[config.mk]
export PLATFORM = sky130hd
export DESIGN_NAME = noc_port_request_local_flat
export DESIGN_NICKNAME = d
export VERILOG_FILES = /design/src/rtl/noc_port_request_local_pkg.sv /design/src/rtl/noc_port_request_local_if.sv /design/src/rtl/noc_port_request_local_vc_fsm.sv /design/src/rtl/noc_port_request_local.sv /design/src/flat_wrapper.sv
export SDC_FILE = /design/constraint.sdc
export NUM_CORES = 1
export LEC_CHECK = 0
export CAP_MARGIN = 20
export CORE_AREA = 2 2 108 110
export DETAILED_ROUTE_END_ITERATION = 6
export DIE_AREA = 0 0 110 112
export PLACE_DENSITY = 0.76
export SYNTH_ARGS = -nofsm -noshare
export SYNTH_HDL_FRONTEND = slang
export SYNTH_HIERARCHICAL = 1
export SYNTH_SLANG_ARGS = --single-unit
[constraint.sdc]
create_clock -name noc_clk -period 2.8 [get_ports noc_clk]
set_input_delay 0.42 -clock noc_clk [delete_from_list [all_inputs] [get_ports noc_clk]]
set_output_delay 0.42 -clock noc_clk [all_outputs]
set_load 0.01 [all_outputs]
[src/rtl/noc_port_request_local_pkg.sv]
// Shared types for the input-port requester: output-port encoding, per-VC FSM states
// and the route-to-row one-hot helper.
package noc_port_request_local_pkg;

  localparam int Noc_VC_Channel = 4;
  localparam int NOC_PORTS      = 5;

  typedef enum logic [2:0] {
    LOCAL = 3'd0,
    N     = 3'd1,
    E     = 3'd2,
    S     = 3'd3,
    W     = 3'd4
  } noc_port_t;

  typedef enum logic [1:0] {
    IDLE   = 2'd0,
    WAIT   = 2'd1,
    ACTIVE = 2'd2
  } noc_req_state_t;

  function automatic logic route_ok(input logic [2:0] r);
    return r <= 3'(NOC_PORTS - 1);
  endfunction

  function automatic logic [NOC_PORTS-1:0] port_onehot(input noc_port_t p);
    logic [NOC_PORTS-1:0] oh;
    oh    = '0;
    oh[p] = 1'b1;
    return oh;
  endfunction

endpackage

[src/rtl/noc_port_request_local_if.sv]
// Requester <-> output-port-controller handshake, indexed [output port][vc].
// Master drives sop/request/free/eop, slave answers with grant in the same cycle.
interface noc_port_request_local_if
  import noc_port_request_local_pkg::*;
#(
  parameter int CHANNELS = Noc_VC_Channel
) ();

  logic [NOC_PORTS-1:0][CHANNELS-1:0] start_of_packet;
  logic [NOC_PORTS-1:0][CHANNELS-1:0] request;
  logic [NOC_PORTS-1:0][CHANNELS-1:0] grant;
  logic [NOC_PORTS-1:0][CHANNELS-1:0] free;
  logic [NOC_PORTS-1:0][CHANNELS-1:0] end_of_packet;

  modport master (
    output start_of_packet, request, free, end_of_packet,
    input  grant
  );

  modport slave (
    input  start_of_packet, request, free, end_of_packet,
    output grant
  );

endinterface

[src/rtl/noc_port_request_local_vc_fsm.sv]
// One VC's requester: latches the route on a head flit, pops on grant, releases on tail.
// Pop/free/eop are combinational off grant; a stalled grant simply holds the flit in its buffer.
module noc_vc_request_fsm
  import noc_port_request_local_pkg::*;
#(
  parameter int CNT_W = 8
) (
  input  logic                 noc_clk,
  input  logic                 noc_rst_n,
  input  logic                 flit_valid_i,
  input  logic                 flit_head_i,
  input  logic                 flit_tail_i,
  input  logic [2:0]           route_i,
  input  logic [NOC_PORTS-1:0] grant_i,
  output logic                 flit_pop_o,
  output logic [2:0]           sel_port_o,
  output logic [NOC_PORTS-1:0] start_of_packet_o,
  output logic [NOC_PORTS-1:0] request_o,
  output logic [NOC_PORTS-1:0] free_o,
  output logic [NOC_PORTS-1:0] end_of_packet_o,
  output logic [CNT_W-1:0]     flit_cnt_o,
  output logic                 proto_err_o
);

  noc_req_state_t       state_q, state_d;
  noc_port_t            route_q, route_d;
  logic [CNT_W-1:0]     cnt_q, cnt_d;
  logic                 err_q, err_d;
  logic [NOC_PORTS-1:0] row_oh;
  logic                 req;
  logic                 xfer;

  assign row_oh = port_onehot(route_q);

  always_comb begin
    state_d           = state_q;
    route_d           = route_q;
    cnt_d             = cnt_q;
    err_d             = err_q;
    req               = 1'b0;
    xfer              = 1'b0;
    flit_pop_o        = 1'b0;
    start_of_packet_o = '0;
    request_o         = '0;
    free_o            = '0;
    end_of_packet_o   = '0;

    unique case (state_q)
      IDLE: begin
        // A bad route or an orphan body flit is left in the buffer; only the flag records it.
        if (flit_valid_i) begin
          if (!flit_head_i || !route_ok(route_i)) begin
            err_d = 1'b1;
          end else begin
            route_d = noc_port_t'(route_i);
            cnt_d   = '0;
            state_d = WAIT;
          end
        end
      end
      WAIT, ACTIVE: begin
        req               = (state_q == WAIT) ? 1'b1 : flit_valid_i;
        xfer              = req & grant_i[route_q];
        start_of_packet_o = row_oh;
        request_o         = req ? row_oh : '0;
        if (state_q == ACTIVE && flit_valid_i && flit_head_i) begin
          err_d = 1'b1;
        end
        if (xfer) begin
          flit_pop_o = 1'b1;
          if (cnt_q != '1) begin
            cnt_d = cnt_q + 1'b1;
          end
          if (flit_tail_i) begin
            free_o          = row_oh;
            end_of_packet_o = row_oh;
            state_d         = IDLE;
          end else begin
            state_d = ACTIVE;
          end
        end
      end
      default: state_d = IDLE;
    endcase
  end

  always_ff @(posedge noc_clk or negedge noc_rst_n) begin
    if (!noc_rst_n) begin
      state_q <= IDLE;
      route_q <= LOCAL;
      cnt_q   <= '0;
      err_q   <= 1'b0;
    end else begin
      state_q <= state_d;
      route_q <= route_d;
      cnt_q   <= cnt_d;
      err_q   <= err_d;
    end
  end

  assign sel_port_o  = route_q;
  assign flit_cnt_o  = cnt_q;
  assign proto_err_o = err_q;

endmodule

[src/rtl/noc_port_request_local.sv]
// Input-port requester: one independent FSM per VC, fanned into [port][vc] control rows.
// Zero-cycle grant-to-pop; backpressure is the output controller withholding grant.
module noc_port_request_local
  import noc_port_request_local_pkg::*;
#(
  parameter int CHANNELS = Noc_VC_Channel,
  parameter int CNT_W    = 8
) (
  input  logic                            noc_clk,
  input  logic                            noc_rst_n,
  input  logic [CHANNELS-1:0]             flit_valid_i,
  input  logic [CHANNELS-1:0]             flit_head_i,
  input  logic [CHANNELS-1:0]             flit_tail_i,
  input  logic [CHANNELS-1:0][2:0]        route_i,
  output logic [CHANNELS-1:0]             flit_pop_o,
  output logic [CHANNELS-1:0][2:0]        sel_port_o,
  noc_port_request_local_if.master        port_if,
  output logic [CHANNELS-1:0][CNT_W-1:0]  flit_cnt_o,
  output logic [CHANNELS-1:0]             proto_err_o
);

  logic [NOC_PORTS-1:0] gnt_v  [CHANNELS];
  logic [NOC_PORTS-1:0] sop_v  [CHANNELS];
  logic [NOC_PORTS-1:0] req_v  [CHANNELS];
  logic [NOC_PORTS-1:0] free_v [CHANNELS];
  logic [NOC_PORTS-1:0] eop_v  [CHANNELS];

  // VC i only ever talks to column i of each output port.
  always_comb begin
    port_if.start_of_packet = '0;
    port_if.request         = '0;
    port_if.free            = '0;
    port_if.end_of_packet   = '0;
    for (int i = 0; i < CHANNELS; i++) begin
      for (int p = 0; p < NOC_PORTS; p++) begin
        gnt_v[i][p]                   = port_if.grant[p][i];
        port_if.start_of_packet[p][i] = sop_v[i][p];
        port_if.request[p][i]         = req_v[i][p];
        port_if.free[p][i]            = free_v[i][p];
        port_if.end_of_packet[p][i]   = eop_v[i][p];
      end
    end
  end

  for (genvar i = 0; i < CHANNELS; i++) begin : g_vc
    noc_vc_request_fsm #(
      .CNT_W(CNT_W)
    ) u_fsm (
      .noc_clk          (noc_clk),
      .noc_rst_n        (noc_rst_n),
      .flit_valid_i     (flit_valid_i[i]),
      .flit_head_i      (flit_head_i[i]),
      .flit_tail_i      (flit_tail_i[i]),
      .route_i          (route_i[i]),
      .grant_i          (gnt_v[i]),
      .flit_pop_o       (flit_pop_o[i]),
      .sel_port_o       (sel_port_o[i]),
      .start_of_packet_o(sop_v[i]),
      .request_o        (req_v[i]),
      .free_o           (free_v[i]),
      .end_of_packet_o  (eop_v[i]),
      .flit_cnt_o       (flit_cnt_o[i]),
      .proto_err_o      (proto_err_o[i])
    );
  end

endmodule

[src/flat_wrapper.sv]
// flat-port wrapper written by rule: the top's interface ports become plain ports
module noc_port_request_local_flat import noc_port_request_local_pkg::*;
#(
  parameter int CHANNELS = Noc_VC_Channel,
  parameter int CNT_W    = 8
)
  (noc_clk, noc_rst_n, flit_valid_i, flit_head_i, flit_tail_i, route_i, flit_pop_o, sel_port_o, flit_cnt_o, proto_err_o, port_if_start_of_packet, port_if_request, port_if_free, port_if_end_of_packet, port_if_grant);
  noc_port_request_local_if #(.CHANNELS(CHANNELS)) port_if_i ();
  input  logic noc_clk;
  input  logic noc_rst_n;
  input  logic [CHANNELS-1:0] flit_valid_i;
  input  logic [CHANNELS-1:0] flit_head_i;
  input  logic [CHANNELS-1:0] flit_tail_i;
  input  logic [CHANNELS-1:0][2:0] route_i;
  output logic [CHANNELS-1:0] flit_pop_o;
  output logic [CHANNELS-1:0][2:0] sel_port_o;
  output logic [CHANNELS-1:0][CNT_W-1:0] flit_cnt_o;
  output logic [CHANNELS-1:0] proto_err_o;
  output wire logic [$bits(port_if_i.start_of_packet)-1:0] port_if_start_of_packet;
  output wire logic [$bits(port_if_i.request)-1:0] port_if_request;
  output wire logic [$bits(port_if_i.free)-1:0] port_if_free;
  output wire logic [$bits(port_if_i.end_of_packet)-1:0] port_if_end_of_packet;
  input wire logic [$bits(port_if_i.grant)-1:0] port_if_grant;
  assign port_if_start_of_packet = port_if_i.start_of_packet;
  assign port_if_request = port_if_i.request;
  assign port_if_free = port_if_i.free;
  assign port_if_end_of_packet = port_if_i.end_of_packet;
  assign port_if_i.grant = port_if_grant;
  noc_port_request_local #(.CHANNELS(CHANNELS), .CNT_W(CNT_W)) u_core (.noc_clk(noc_clk), .noc_rst_n(noc_rst_n), .flit_valid_i(flit_valid_i), .flit_head_i(flit_head_i), .flit_tail_i(flit_tail_i), .route_i(route_i), .flit_pop_o(flit_pop_o), .sel_port_o(sel_port_o), .port_if(port_if_i), .flit_cnt_o(flit_cnt_o), .proto_err_o(proto_err_o));
endmodule
==> run summary, run 1 <==
The utilization of the core after routing came out at 59.96%. The tools report the combinational share of power as 63.7%. Static timing analysis puts the maximum clock frequency at 0.3688 GHz. During placement, the flow inserted port buffers numbering 177. The clock transition at the register clock pins on the worst setup and hold paths after CTS came out at 70 ps. Buffer levels on the longest clock path: 2. Setup repair after global routing left no endpoint under its margin. The number of buffer and inverter stages on the critical path was 2. Sorting the synthesized cells by how often they occur yields 56 x sky130_fd_sc_hd__dfrtp_1, 50 x sky130_fd_sc_hd__nor2_1, 41 x sky130_fd_sc_hd__inv_1, 32 x sky130_fd_sc_hd__nand2_1, 32 x sky130_fd_sc_hd__nor3_1. In this run, the number of DRC markers left after iteration 0 of detailed routing was 257.

Core footprint: 0.01117 sq mm. Number of warnings issued by yosys: 6. The synthesized area per cell is 8.515 sq um, and the delay of the slowest cell on the worst path is 560 ps.

In the final layout, the share of cells above drive strength 1 is 16.31%. The repair_antennas step left the layout with diodes totalling 0. The number of pins exceeding their max-slew limit in the final report was 0; the HPWL after detailed placement was 10.33 mm.

The die is 110 um wide. Yosys instantiated no cell more often than sky130_fd_sc_hd__dfrtp_1. The path type of the worst setup path is input port to output pin. In the synthesized netlist, the number of instances is 515. The number of global-route vias before repair was 4435; the sequential share of the synthesized area was 31.95%.

The total number of vias was 4610. Among cell families on the critical path, the largest total delay comes from buffers and inverters. The die covers 0.01232 sq mm. For this design the static power due to leakage is 0.002985 uW. After filler insertion, the fill cell instance count of the layout stands at 957. Clock tree synthesis selected as its root buffer the cell sky130_fd_sc_hd__clkbuf_16. For the finished layout, the period the worst path requires is 2711 ps. The run gives 39.25% as the starting utilization of the core area.

Leaving out filler cells and counting taps, the final layout contains 836. The max-cap check violation count was 0. The worst min-delay path class is input port to asynchronous set/reset pin. For the worst setup slack after placement, the log shows -177.2 ps.

The number of hold-repair buffers added at the cts stage is 0, and the DRC violation count after routing is 0. Counting flops with a built-in enable in the synthesized netlist gives 0. For the post-synthesis cell type count, the log shows 53. The tools report the leftover overflow at the end of global routing as 0. Number of placed instances with taps included: 824.

sky130_fd_sc_hd__dfrtp_1 takes more of the synthesized area than any other cell. The logs give 2 for the H-tree depth reported by CTS and 8.527 ps for the maximum clock skew at final layout. The number of nets in the synthesized netlist is 580. STA classifies the critical path endpoint as an output pin. The tools report the pin count of the biggest net entering global routing as 30. The net switching fraction of the power is 44.48%. The placed instances occupy a cell area of 0.006309 sq mm. The first global-routing pass estimated 21.05 mm of wire. The first TritonRoute pass finished after 5 iterations.

Relative to the synthesized area, the layout overhead comes to 52.78%. The fraction of synthesis flops using an asynchronous set or reset pin is 100.0%, and the power share of the sequential group is 23.1%. The die outline height was 112 um; the headroom to the max-slew limit was 55.34%. The fraction of the cycle the final worst path needs was 96.83%. The run gives 0 as the count of endpoints failing setup in the final report.

TritonCTS built the clock tree. The tools report the number of antenna-violating nets in the routed design as 0. Registers take 0.001403 sq mm. The run gives 39 as the count of standard-cell rows.

In this design, the critical path's most frequently occurring cell is sky130_fd_sc_hd__clkdlybuf4s50_1. The area of all placed cells without fillers came out at 0.006700 sq mm. The synthesized flop and latch total was 56; the vias per cell was 5.514. The later pin in the worst-skew pair is clocked with a latency of 280 ps. The required time at the endpoint of the critical path was 2380 ps; the routability congestion estimate was 0.9032. At the pin with the least slew margin, the transition time is 669.9 ps. TritonCTS created 5 clock buffers. The share of Yosys cell area claimed by the top area cell type came out at 31.95%. In the post-route analysis, the smallest setup slack over all paths is 88.70 ps. The type of element launching the critical path was an input port. The global-route total usage across every layer came out at 20.64%. Dividing the detail-routed wire length by the instance count gives 15.76 um. Across the VDD grid, the largest voltage drop is 402.9 uV. At the worst endpoint, the arrival time is 2290 ps.

For the count of endpoints failing hold in the final timing report, the log shows 0. For the area occupied by multi-input gates, the log shows 0.002726 sq mm. For this design the top-level I/O count stands at 178. The cell with the largest stage delay on the worst path is sky130_fd_sc_hd__clkdlybuf4s50_1. The post-layout total power came out at 5594 uW.

After synthesis, the cell types taking the most area are sky130_fd_sc_hd__dfrtp_1 32%, sky130_fd_sc_hd__ha_1 5.4%, sky130_fd_sc_hd__nor2_1 4.3%. The tree built by TritonCTS fans out to 56 sinks. Among all flip-flop cells after synthesis, the most frequent one is sky130_fd_sc_hd__dfrtp_1.

The signal on the critical path passes through clkdlybuf4s50_1 -> or3b_4 -> a31oi_4 -> o21ai_2 -> nor3_2 -> clkdlybuf4s50_1. The cell-internal power is 3106 uW, and the post-synth design cell area is 0.004385 sq mm. Summed over all nets, the switching power comes to 2488 uW. The power per standard cell area is 835.0 mW/mm^2.

The routed design has 13.18 mm of wire. In the final design database the tool counted 757 nets. The run finished with clean final reports. In this run, the clock network consumes 13.2% of the power. The maximum net fanout on the critical path is 5, and the number of antenna violations at the first check in global routing is 0.
-- path summary, 6_finish.rpt --
path | startpoint | to | depth (start not counted) | slack (ps)
setup / recovery | port_if_grant[0] | port_if_end_of_packet[8] | 6 | 90
hold / removal | noc_rst_n | u_core/g_vc[3].u_fsm/flit_cnt_o[2]$_DFFE_PN0P_ | 1 | 160
setup reg to reg | u_core/g_vc[3].u_fsm/state_q[1]$_DFFE_PN0P_ | u_core/g_vc[3].u_fsm/flit_cnt_o[4]$_DFFE_PN0P_ | 9 | 530
hold reg to reg | u_core/g_vc[3].u_fsm/proto_err_o$_DFFE_PN0P_ | u_core/g_vc[3].u_fsm/proto_err_o$_DFFE_PN0P_ | 1 | 460
max in group asynchronous | noc_rst_n | u_core/g_vc[0].u_fsm/sel_port_o[0]$_DFFE_PN0P_ | 2 | 2050
min in group noc_clk | u_core/g_vc[3].u_fsm/proto_err_o$_DFFE_PN0P_ | u_core/g_vc[3].u_fsm/proto_err_o$_DFFE_PN0P_ | 1 | 460
-- cell type report --
| type | count | area share (%) |
|---|---|---|
| Multi-Input combinational cell | 375 | 40.69 |
| Timing Repair Buffer | 213 | 30.68 |
| Sequential cell | 56 | 20.93 |
| Tap cell | 143 | 2.670 |
| Inverter | 41 | 2.297 |
| Clock buffer | 7 | 2.278 |
| Clock inverter | 1 | 0.4482 |
-- registers in the layout, indices dropped and copies added (netlist names) --
| register | cells |
|---|---|
| u_core/g_vc.u_fsm/flit_cnt_o | 32 |
| u_core/g_vc.u_fsm/sel_port_o | 12 |
| u_core/g_vc.u_fsm/state_q | 8 |
| u_core/g_vc.u_fsm/proto_err_o | 4 |
-- kinds of logic (layout without fill, tap and decap cells) --
group / after synthesis / in the layout / share of synthesized area [%]
buf+inv: 84 / 262 / 9.786
compound gates: 102 / 102 / 18.86
simple gates: 233 / 233 / 28.84
flops: 56 / 56 / 31.95
mux: 21 / 21 / 5.136
fa+ha+maj: 19 / 19 / 5.421
-- through the flow --
step           hold WS (ps)  TNS, ps
6_report              164.2        0
5_1_grt               220.4        0
4_1_cts               189.5        0
3_5_place_dp          445.4    -1833
3_3_place_gp          443.6   -717.6
2_1_floorplan         124.4        0
-- power groups by stage --
stage / registers, uW / logic (uW) / clock network (uW)
6_report: 1290 / 3560 / 740
3_5_place_dp: 1310 / 3300 / 0
3_3_place_gp: 1290 / 3210 / 0
2_1_floorplan: 1290 / 2040 / 0
4_1_cts: 1290 / 3370 / 767
5_1_grt: 1340 / 3860 / 805
-- worst register-to-register path: stages (launching register included) --
cell,delay (ps)
sky130_fd_sc_hd__dfrtp_1,380
sky130_fd_sc_hd__inv_1,90
sky130_fd_sc_hd__ha_4,300
sky130_fd_sc_hd__buf_4,240
sky130_fd_sc_hd__nand3_1,110
sky130_fd_sc_hd__o32ai_1,270
sky130_fd_sc_hd__nor3b_2,80
sky130_fd_sc_hd__buf_4,170
sky130_fd_sc_hd__and2_1,240
sky130_fd_sc_hd__a32o_1,280
-- cells in the final DEF (no fill, tap or decap), drive strengths merged, types with 8 or more instances in the layout --
cell           Yosys  final
o21ai             13     13
or2                8      8
clkdlybuf4s50      0    145
nor2              50     50
nor3              32     32
a21oi             10     10
ha                19     19
dlymetal6s2s       0     12
mux2i              9      9
o2bb2ai            8      8
buf               25     37
nand2b            16     16
o211ai             8      8
dfrtp             56     56
mux2              12     12
nor3b              8      8
inv               41     41
dlygate4sd2        0     19
and3               8      8
a31oi             13     13
nand2             32     32
nand4             13     13
nand3b            10     10
nand3             23     23
nor4               8      8
-- repair_timing --
| item | 4_1_cts | 5_1_grt |
|---|---|---|
| setup endpoints to repair | 31 | 25 |
| pin swaps | 2 | 2 |
| buffers inserted | 4 | 0 |
| gates resized for setup | 35 | 29 |
| hold endpoints to repair | 0 | 0 |
-- metal layers --
metal	vias up	routed length, um	part of all wire (%)	GRT usage (%)
li1	2199	-	-	-
met1	2208	5444	41	27.17
met2	193	6750	51	35.34
met3	10	893	6.8	3.864
met4	0	87	0.66	3.629
met5	-	0	0	0
Power figures use the tool's default switching activity.
==> inputs of run 2 (changes only) <==
--- a/config.mk
+++ b/config.mk
@@ -10,6 +10,7 @@
 export DETAILED_ROUTE_END_ITERATION = 6
 export DIE_AREA = 0 0 110 112
 export PLACE_DENSITY = 0.76
+export RECOVER_POWER = 50
 export SYNTH_ARGS = -nofsm -noshare
 export SYNTH_HDL_FRONTEND = slang
 export SYNTH_HIERARCHICAL = 1
==> run 2 against run 1 <==
Maximum frequency hardly changed; sequential share of layout area grew 0.086 points; highest routed layer unchanged; clock power is essentially flat; sequential power barely moved; non-clock buffer count unchanged; critical path type unchanged; setup slack barely moved; the run now ends with max-capacitance violations, max-slew violations left.
==> run summary, run 2 (synthesis results as in run 1) <==
The later-pin clock latency in the skew report was 290 ps (was 280 ps). The worst hold path terminates at u_core/g_vc[3].u_fsm/proto_err_o$_DFFE_PN0P_. For the core footprint, the log shows 0.01117 sq mm (unchanged). The worst min-delay path class is flip-flop to flip-flop (was input port to asynchronous set/reset pin). The number of flip-flops in the largest register was 32 (unchanged). The post-synthesis to final-layout area growth came out at 52.15% (was 52.78%).

The flow ran to the end, but the final reports show violations. The top-level I/O count was 178 (unchanged); the max-cap check violation count was 1 (was 0). The DRC violation count after routing is 0 (unchanged), and the count of endpoints failing setup in the final report is 0 (unchanged).

The leftover overflow at the end of global routing came out at 0 (unchanged). Fraction of the cycle the final worst path needs: 96.83% (about the same). The number of CTS-inserted buffers is 5 (unchanged). The master cell of the clock root buffer was sky130_fd_sc_hd__clkbuf_16 (unchanged).

TritonCTS built the clock tree. The number of global-route vias before repair is 4435 (unchanged). The net total in the final layout is 757 (unchanged). The number of cells traversed by the worst hold path is 1. The minimum clock period was 2711 ps (about the same). The number of diodes added for antenna fixing was 0 (unchanged). The tools report the number of hold-repair buffers added at the cts stage as 0 (unchanged).

The buffer levels on the longest clock path was 2 (unchanged); the area occupied by multi-input gates was 0.002726 sq mm (unchanged). The number of buffer and inverter stages on the critical path was 2 (unchanged). Count of clock tree sinks: 56 (unchanged). The standby leakage power was 0.003065 uW (was 0.002985 uW); the total negative slack was 0 ps (unchanged). The checks that failed: max-capacitance violations, max-slew violations. The clock transition at the register clock pins on the worst setup and hold paths after CTS is 70 ps (about the same), and the required time at the endpoint of the critical path is 2380 ps (about the same). The die outline height was 112 um (unchanged); the global-route total usage across every layer was 20.64% (unchanged).

The H-tree depth reported by CTS came out at 2 (unchanged). The transition time at the pin with the least slew margin came out at 1532 ps (was 669.9 ps). The worst IR drop on VDD came out at 389.9 uV (was 402.9 uV).

The type of element launching the critical path was an input port (unchanged). The vias per cell was 5.505 (was 5.514). The most used cell along the critical path was sky130_fd_sc_hd__clkdlybuf4s50_1 (unchanged). The maximum net fanout on the critical path came out at 5 (unchanged). Reg-to-reg endpoint: u_core/g_vc[3].u_fsm/flit_cnt_o[4]$_DFFE_PN0P_ (unchanged). The capturing element type of the critical path is an output pin (unchanged). The power per standard cell area is 826.1 mW/mm^2 (was 835.0 mW/mm^2), and the maximum clock skew at final layout is 8.765 ps (was 8.527 ps).

The sum of routed wire length over all layers was 13.14 mm (was 13.18 mm); the maximum operating frequency was 0.3688 GHz (about the same). The startpoint identified for the worst hold timing path is u_core/g_vc[3].u_fsm/proto_err_o$_DFFE_PN0P_. Leading cell types in the layout, fill and taps excluded: 98 x sky130_fd_sc_hd__clkdlybuf4s50_1, 55 x sky130_fd_sc_hd__dfrtp_1, 49 x sky130_fd_sc_hd__nor2_1, 47 x sky130_fd_sc_hd__dlygate4sd3_1, 41 x sky130_fd_sc_hd__inv_1 (was 145 x sky130_fd_sc_hd__clkdlybuf4s50_1, 55 x sky130_fd_sc_hd__dfrtp_1, 49 x sky130_fd_sc_hd__nor2_1, 41 x sky130_fd_sc_hd__inv_1, 35 x sky130_fd_sc_hd__buf_4). The wire length of the first global-routing pass was 21.05 mm (unchanged); the HPWL after detailed placement was 10.33 mm (unchanged). The delay of the slowest cell on the worst path is 560 ps (about the same), and the length in cells of the worst reg-to-reg path is 9 (unchanged).

The run gives 0 (unchanged) as the count of endpoints failing hold in the final timing report. The post-place instance area came out at 0.006309 sq mm (unchanged). The most common cell after layout, fill and taps aside is sky130_fd_sc_hd__clkdlybuf4s50_1 (unchanged). The number of antenna violations at the first check in global routing was 0 (unchanged); the detail-routed net length per standard cell was 15.72 um (was 15.76 um). The run gives 0.01232 sq mm (unchanged) as the total die area.

The pin count of the biggest net entering global routing was 30 (unchanged). The number of pins exceeding their max-slew limit in the final report came out at 30 (was 0). The post-layout total power is 5512 uW (was 5594 uW). The share of layout cells above drive strength 1 was 15.73% (was 16.31%). The tools report the area of all placed cells without fillers as 0.006673 sq mm (was 0.006700 sq mm). The headroom to the max-slew limit was -2.137% (was 55.34%).

The path type of the worst setup path is input port to output pin (unchanged). Cell class contributing the biggest share of worst-path delay: buffers and inverters (unchanged). The arrival time reported for the critical path endpoint came out at 2290 ps (about the same).

The first-pass iteration count of the detailed router was 5 (unchanged); the number of antenna-violating nets in the routed design was 0 (unchanged). The sequential cell area was 0.001403 sq mm (unchanged). CP cell instances: clkdlybuf4s50_1 -> or3b_4 -> a31oi_4 -> o21ai_2 -> nor3_2 -> clkdlybuf4s50_1 (unchanged). The iteration-0 DRC count of the detailed router came out at 257 (unchanged). The launch point of the worst reg-to-reg path was u_core/g_vc[3].u_fsm/state_q[1]$_DFFE_PN0P_ (unchanged). The run gives 550 ps (was 530 ps) as the register-to-register setup slack. The count of buffers from port buffering is 177 (unchanged), and the number of filler instances in the final layout is 961 (was 957). The cell with the largest stage delay on the worst path was sky130_fd_sc_hd__clkdlybuf4s50_1 (unchanged). The overall die width is 110 um (unchanged).

Setup repair after global routing left no endpoint under its margin. The tools report the starting utilization of the core area as 39.25% (unchanged). The routability congestion estimate is 0.9032 (unchanged), and the count of standard-cell rows is 39 (unchanged). For the total number of vias, the log shows 4602 (was 4610).
## run 2: cell types whose count changed in the layout (fill, tap and decap cells not counted), sizes merged
cell           previous run  this run
dlygate4sd3               0        47
clkbuf                    7        12
clkdlybuf4s50           145        98
buf                      37        32
## run 2: worst max path at each step
stage	from	endpoint	slack (ps)	depth (start not counted)
2_1_floorplan	u_core/g_vc[0].u_fsm/state_q[0]$_DFFE_PN0P_	port_if_free[0]	200	9
3_3_place_gp	port_if_grant[1]	port_if_free[5]	-80	6
3_5_place_dp	port_if_grant[0]	port_if_free[8]	-180	6
4_1_cts	port_if_grant[2]	port_if_end_of_packet[6]	0.4	6
5_1_grt	u_core/g_vc[0].u_fsm/state_q[0]$_DFFE_PN0P_	port_if_request[4]	3	8
6_report	port_if_grant[0]	port_if_end_of_packet[8]	90	6
## run 2: per-layer routing
metal	routed length (um)	global-route usage (%)	up-vias
met5	0	0	-
met4	94	3.629	0
met3	804	3.864	12
met2	6713	35.34	172
met1	5530	27.17	2220
li1	-	-	2198
## run 2: timing repair
action,in CTS,in global routing
setup buffers,4,0
endpoints found under the setup margin,31,25
pin swaps,2,2
gates resized for setup,35,29
## run 2: final cells by class
cell class | count | area share, %
flip-flops and latches | 56 | 21.02
multi-input cells | 375 | 40.86
clock inverters | 1 | 0.4500
inverters | 41 | 2.306
well taps | 143 | 2.681
repair buffers | 213 | 30.40
clock buffers | 7 | 2.288
## run 2: power by group
group / internal (uW) / leakage (uW) / switching [uW]
clock: 471 / 0.0000901 / 271
combinational: 1560 / 0.00225 / 1920
sequential: 1000 / 0.000724 / 283
## run 2: stage by stage
stage / cells / worst slack [ps] / util (%) / hold WS [ps]
final: 836 / 88.74 / 59.71 / 456.0
after global routing: 836 / 3.085 / 59.71 / 468.1
after CTS: 836 / 0.4408 / 58.74 / 189.5
after floorplan: 515 / 203.1 / - / 124.4
after detailed placement: 824 / -177.2 / 56.46 / 445.4
after global placement: 824 / -80.59 / 56.46 / 443.6
==> inputs of run 3 (changes only) <==
--- a/config.mk
+++ b/config.mk
@@ -5,12 +5,12 @@
 export SDC_FILE = /design/constraint.sdc
 export NUM_CORES = 1
 export LEC_CHECK = 0
-export CAP_MARGIN = 20
 export CORE_AREA = 2 2 108 110
 export DETAILED_ROUTE_END_ITERATION = 6
 export DIE_AREA = 0 0 110 112
 export PLACE_DENSITY = 0.76
 export RECOVER_POWER = 50
+export SLEW_MARGIN = 30
 export SYNTH_ARGS = -nofsm -noshare
 export SYNTH_HDL_FRONTEND = slang
 export SYNTH_HIERARCHICAL = 1
==> results of run 3 <==
The final DEF is identical to that of run 2; final timing and power are the same.
